<file path="config.mk">
export PLATFORM = sky130hd
export DESIGN_NAME = altera_input_debouncer
export DESIGN_NICKNAME = d
export VERILOG_FILES = /design/src/rtl/altera_input_debouncer.sv
export SDC_FILE = /design/constraint.sdc
export NUM_CORES = 1
export LEC_CHECK = 0
export BUFFER_PORTS_ARGS = -buffer_cell sky130_fd_sc_hd__buf_2
export CAP_MARGIN = 20
export CORE_UTILIZATION = 30
export DETAILED_ROUTE_END_ITERATION = 12
export HOLD_SLACK_MARGIN = 0.02
export SLEW_MARGIN = 20
export SYNTH_ARGS = -nofsm -noshare
export SYNTH_HDL_FRONTEND = slang
export SYNTH_SLANG_ARGS = --single-unit
</file>
<file path="constraint.sdc">
create_clock -name clk -period 1.3 [get_ports clk]
set_input_delay 0.13 -clock clk [delete_from_list [all_inputs] [get_ports clk]]
set_output_delay 0.13 -clock clk [all_outputs]
set_load 0.05 [all_outputs]
</file>
<file path="src/rtl/altera_input_debouncer.sv">
// Synchronizes and debounces an asynchronous input, counts rejected glitches, and recovers safely from illegal state.
// Optional edge pulses (rise_pulse/fall_pulse) are compiled in when ALTERA_DEBOUNCE_EDGE_EN is defined.
module altera_input_debouncer #(
    parameter int SYNC_STAGES     = 2,
    parameter int DEBOUNCE_CYCLES = 16,
    parameter int CNT_WIDTH       = 5
) (
    input  logic       clk,
    input  logic       reset,
    input  logic       raw_in,
    output logic       data_out,
`ifdef ALTERA_DEBOUNCE_EDGE_EN
    output logic       rise_pulse,
    output logic       fall_pulse,
`endif
    output logic [7:0] glitch_count
);

    localparam logic [CNT_WIDTH-1:0] CNT_LAST  = CNT_WIDTH'(DEBOUNCE_CYCLES - 1);
    localparam logic [CNT_WIDTH-1:0] CNT_LIMIT = CNT_WIDTH'(DEBOUNCE_CYCLES);
    localparam logic [CNT_WIDTH-1:0] CNT_ONE   = CNT_WIDTH'(1);

    typedef enum logic [2:0] {
        STABLE_LOW   = 3'd0,
        CONFIRM_HIGH = 3'd1,
        STABLE_HIGH  = 3'd2,
        CONFIRM_LOW  = 3'd3
    } state_e;

    (* altera_attribute = "-name SYNCHRONIZER_IDENTIFICATION FORCED_IF_ASYNCHRONOUS" *)
    logic [SYNC_STAGES-1:0] sync_chain_q;
    logic                   sync_q;

    // Plain vector so the illegal codes 4-7 remain representable and decodable.
    (* syn_encoding = "safe" *) logic [2:0] state_q;
    logic [2:0]             state_d;
    logic [CNT_WIDTH-1:0]   cnt_q, cnt_d;
    logic                   data_q, data_d;
    logic                   glitch_inc;
    logic [7:0]             glitch_count_q, glitch_count_d;

    // NOTE: sequential state uses non-blocking (<=) so every flop samples pre-edge values.
    always_ff @(posedge clk or posedge reset) begin
        if (reset) begin
            sync_chain_q <= '0;
        end else begin
            sync_chain_q <= {sync_chain_q[SYNC_STAGES-2:0], raw_in};
        end
    end

    assign sync_q = sync_chain_q[SYNC_STAGES-1];

    always_comb begin
        // NOTE: every output gets a default first, so no path can infer a latch.
        state_d    = state_q;
        cnt_d      = cnt_q;
        data_d     = data_q;
        glitch_inc = 1'b0;
        case (state_q)
            STABLE_LOW: begin
                state_d = sync_q ? CONFIRM_HIGH : STABLE_LOW;
                cnt_d   = sync_q ? CNT_ONE : '0;
            end
            CONFIRM_HIGH: begin
                if (cnt_q >= CNT_LIMIT) begin
                    state_d = STABLE_LOW;
                    cnt_d   = '0;
                    data_d  = 1'b0;
                end else if (!sync_q) begin
                    state_d    = STABLE_LOW;
                    cnt_d      = '0;
                    glitch_inc = 1'b1;
                end else if (cnt_q == CNT_LAST) begin
                    state_d = STABLE_HIGH;
                    cnt_d   = '0;
                    data_d  = 1'b1;
                end else begin
                    cnt_d = cnt_q + CNT_ONE;
                end
            end
            STABLE_HIGH: begin
                state_d = sync_q ? STABLE_HIGH : CONFIRM_LOW;
                cnt_d   = sync_q ? '0 : CNT_ONE;
            end
            CONFIRM_LOW: begin
                if (cnt_q >= CNT_LIMIT) begin
                    state_d = STABLE_LOW;
                    cnt_d   = '0;
                    data_d  = 1'b0;
                end else if (sync_q) begin
                    state_d    = STABLE_HIGH;
                    cnt_d      = '0;
                    glitch_inc = 1'b1;
                end else if (cnt_q == CNT_LAST) begin
                    state_d = STABLE_LOW;
                    cnt_d   = '0;
                    data_d  = 1'b0;
                end else begin
                    cnt_d = cnt_q + CNT_ONE;
                end
            end
            default: begin
                state_d = STABLE_LOW;
                cnt_d   = '0;
                data_d  = 1'b0;
            end
        endcase
        glitch_count_d = (glitch_inc && (glitch_count_q != 8'hFF)) ? glitch_count_q + 8'd1
                                                                    : glitch_count_q;
    end

    always_ff @(posedge clk or posedge reset) begin
        if (reset) begin
            state_q        <= STABLE_LOW;
            cnt_q          <= '0;
            data_q         <= 1'b0;
            glitch_count_q <= '0;
        end else begin
            state_q        <= state_d;
            cnt_q          <= cnt_d;
            data_q         <= data_d;
            glitch_count_q <= glitch_count_d;
        end
    end

    assign data_out     = data_q;
    assign glitch_count = glitch_count_q;

`ifdef ALTERA_DEBOUNCE_EDGE_EN
    logic rise_q, fall_q;

    // Pulses come only from accept transitions; safe recovery never produces one.
    always_ff @(posedge clk or posedge reset) begin
        if (reset) begin
            rise_q <= 1'b0;
            fall_q <= 1'b0;
        end else begin
            rise_q <= (state_q == CONFIRM_HIGH) && sync_q && (cnt_q == CNT_LAST);
            fall_q <= (state_q == CONFIRM_LOW) && !sync_q && (cnt_q == CNT_LAST);
        end
    end

    assign rise_pulse = rise_q;
    assign fall_pulse = fall_q;
`endif

endmodule

</file>
* Word-level counts from Yosys, hierarchy flattened *
Cells that the tools add are included.

operators by class
  add/sub/neg operators = 2
  $lt $le $gt $ge = 1
  equality and inequality tests = 11
  multiplexer cells = 29
  bitwise logic cells = 1
  reductions and logical operators = 5

operators with widths
  operator                                       number
  two-way mux 5 bit                              5
  one-hot mux 5 bit (4 select lines)             1
  two-way mux 3 bit                              6
  two-way mux 1 bit                              14
  != test 3 bit, second input constant           4
  one-hot mux 3 bit (4 select lines)             1
  adder 8 x 1 -> 8 bit, second input constant    1
  != test 4 bit, second input constant           2
  != test 8 bit, second input constant           1
  == test 3 x 2 -> 1 bit, second input constant  2
  adder 5 x 1 -> 5 bit, second input constant    1
  == test 5 x 4 -> 1 bit, second input constant  1
  >= comparator 5 bit, second input constant     1
  AND reduction 5 bit                            1
  == test 3 x 1 -> 1 bit, second input constant  1
  zero test 3 bit                                1
  one-hot mux 1 bit (3 select lines)             1
  one-hot mux 1 bit (2 select lines)             1
  AND reduction 2 bit                            1
  OR reduction 2 bit                             1
  logical AND 1 bit                              1
  inverter 1 bit                                 1

word-level totals
  flip-flop bits (word level) = 19
  input bits = 3
  output and inout bits = 9
  word-level logic and storage cells = 54

* Depth between registers and ports, before layout *
  depth in word-level cells = 5
  depth in mapped cells = 5

* Least setup slack after synthesis *
OpenSTA, ideal clock, no wires.

  path type = register to register
  start point = reg glitch_count_q[3], in the netlist glitch_count[3]
  end point = reg glitch_count_q[1], in the netlist glitch_count[1]
  data arrival time = 1.583 ns
  slack = -0.408 ns
  cell stages (with the launch flop) = 5
  path buffers = 0
  clock period less this slack = 1.708 ns
  cells stage by stage = dfrtp_1 and3_1 nand3_1 o21ai_2 mux2_2

on the way
  longest elaborated chain between the ends = 2

ends and longest elaborated chain
  element                 RTL line  RTL
  from (decl)             40        logic [7:0] glitch_count_q, glitch_count_d;
  from (signal assigned)  122       glitch_count_q <= glitch_count_d;
  != test 8 bit           108       glitch_count_d = (glitch_inc && (glitch_count_q != 8'hFF)) ? glitch_count_q + 8'd1
  logical AND 1 bit       108

Every way passes these cells.
A chain may end at the register's enable or synchronous reset.

==> out/results.ini <==
[logic_synthesis]
synth.distinct_cells=28
syn_nets=82
ys_seq_elements=18
ys_seq_area_frac=0.540
synth_area_leaders=dfrtp_1 (54%), ha_1 (4.5%), nand3_1 (3.6%)
synth_top_area_share=0.540
ys_warn_count=0
syn_inst=76
synth_top_area_cell=dfrtp_1
netlist_area_um2=835
syn_area_per_cell_um2=11.0

[placed_design]
dpl_worst_slack_ns=-0.0621
numPortBuffers=11
dp_hpwl_um=1170
gp_congestion=0.736

[worst_setup_path]
rr_worst_depth=4
crit_chain=xnor2_2 -> and2_4 -> nand4_1 -> mux2_4
rrSetupSlack_ns=-0.08
critical_path_peak_fanout=4
critical_path.startpoint_type=flip-flop
critPathKind=reg -> reg
slowest_delay_ns=0.44
cp.required_ns=1.50
r2r-end=glitch_count[6]
worstPathArrival_ns=1.58
critPathCaptureType=flip-flop
cpMaxStageDelayCell=dfrtp_1

[clock_tree]
cts-root-buf=clkbuf_4
cts_buffer_depth=2
clock_sinks=18
h-tree-depth=1
clkTransAtPathRegs_ns=0.11
clkLatencyLatePin_ns=0.31
cts_made_buffers=3
cts_tree=done

[timing]
finalWorstSetupSlack_ns=-0.0776
post-route-min-period_ns=1.38
fin_crit_sh=1.06
rsz0062_at_grt=true
skew_ns=0.0125
setup_viol=3
final-hold-violation-count=0
fmax_mhz=726
maxSlewViolCount=0

[global_route]
grt_first_pass_wirelength_um=2680
overflow=0
grt_max_degree=19
antenna_found_initial=0
grt_pass1_vias=655
grt.total_usage=0.128

[run_status]
status=finished, violations left
failed_checks=negative setup slack

[die]
die_h_um=54.7
io_pins=12
die_x_um=54.7
die_area_um2=3000
rows=18
core_area_um2=2540
initial_core_util=0.328

[cells_and_area]
fin_nets=116
post_route_cells_drive_above_1_share=0.505
synthToLayoutAreaGrowth_pct=43.8
diodes=0

[route]
initialDrtViolationCount=7
drc=0
wl_per_cell_um=12.1
viasPerCell=4.88
drt_pass1_iterations=4
vias=679
wl_um=1680
antenna_left=0

[power_and_ir_drop]
peakVddDrop_mv=1.27
power_density_nw_per_um2=1440
finalPower_mw=1.73
p_leak_nw=0.553

[hold_path]
min_to=sync_chain_q[1]
hp-class=reg -> reg
min_from=sync_chain_q[0]
hold_depth=0

[flow_run]
cap_violations=0

[what timing repair did]
| item | 4_1_cts | 5_1_grt |
|---|---|---|
| resized for setup | 1 | 15 |
| pin swaps | 3 | 3 |
| setup endpoints to repair | 3 | 11 |
| buffers inserted | 3 | 1 |
| hold buffers | 2 | 0 |
| hold endpoints to repair | 19 | 0 |
[final cells by class]
class	instances	area, um^2
clock buffers	4	26.3
repair buffers	29	199
inverters	4	15.0
multi-input cells	54	463
fillers	250	1350
well taps	30	37.5
flip-flops and latches	18	459
[report_power, final]
group | switching [mW] | leakage (nW) | internal (mW)
clock | 0.182 | 0.0150 | 0.120
combinational | 0.426 | 0.314 | 0.267
sequential | 0.0866 | 0.225 | 0.650
[worst max-delay path: cells and delay by family (launching register included)]
family	cells	cell delay (ns)
DFF	1	0.44
muxes	1	0.32
and+or+nand+nor	2	0.31
xor gates and xnor gates	1	0.21
[registers in the layout, summed over array words and instances, names as in the netlist, named ones only]
register,count
cnt_q,5
state_q,1
data_out,1
glitch_count,8
sync_chain_q,2
[per-layer routing]
metal / global-route usage / share of wire
met3: 0.0167 / 0.018
met4: 0.0769 / 0.024
met2: 0.205 / 0.50
met1: 0.163 / 0.46
met5: 0 / 0
[logic make-up (layout without fill, tap and decap cells)]
logic type | after synthesis | in the layout | share of synthesized area
muxes | 3 | 3 | 0.0405
buffers and inverters | 4 | 37 | 0.0180
xor gates and xnor gates | 7 | 7 | 0.0825
and+or+nand+nor | 29 | 29 | 0.186
adders and majority gates | 3 | 3 | 0.0450
DFF | 18 | 18 | 0.540
AOI/OAI and AO/OA | 11 | 11 | 0.0840
other | 1 | 1 | 0.00449
[synth_stat cells, drive strengths merged]
cell type,instances
o21a,1
nand2b,1
a32o,1
dfrtp,18
xor2,3
o21ai,4
and2b,1
ha,3
nand2,4
o22ai,2
nand4,2
mux2,3
and2,2
xnor2,4
nor3,2
a21oi,2
and3,5
inv,4
a31oi,1
nand3,6
conb,1
or2b,1
nor2,5
[layout by cell type, fill, tap and decap left out, types with 2 or more instances in the layout]
cell           instances
buf_4                 15
dfrtp_1               11
buf_2                 11
dfrtp_2                7
nand3_1                4
inv_1                  4
nor2_1                 3
xor2_1                 3
nand2_1                3
clkbuf_4               3
and3_4                 2
xnor2_2                2
a21oi_1                2
o21ai_1                2
nand4_1                2
and3_1                 2
xnor2_1                2
nor3_1                 2
mux2_4                 2
ha_4                   2
dlygate4sd3_1          2
[through the flow]
step | area [um^2] | util | hold slack, ns | TNS (ns) | cells
5_1_grt | 1200 | 0.471 | 0.369 | -0.402 | 139
3_3_place_gp | 1050 | 0.413 | 0.152 | 0 | 129
3_5_place_dp | 1050 | 0.413 | 0.155 | -0.0759 | 129
2_1_floorplan | 870 | - | 0.0681 | -0.360 | 76
4_1_cts | 1120 | 0.442 | 0.354 | -0.0426 | 138
6_report | 1200 | 0.471 | 0.348 | -0.125 | 139
[worst max path at each step]
stage	start	end	slack [ns]	depth (start not counted)
finish	flip-flop	glitch_count[6]	-0.08	4
global route	flip-flop	glitch_count[7]	-0.13	4
CTS	flip-flop	glitch_count[6]	-0.03	4
detailed placement	sync_chain_q[1]	glitch_count[6]	-0.06	4
global placement	sync_chain_q[1]	glitch_count[6]	0.008	4
floorplan	glitch_count[4]	glitch_count[1]	-0.18	4
Power figures use the tool's default switching activity.
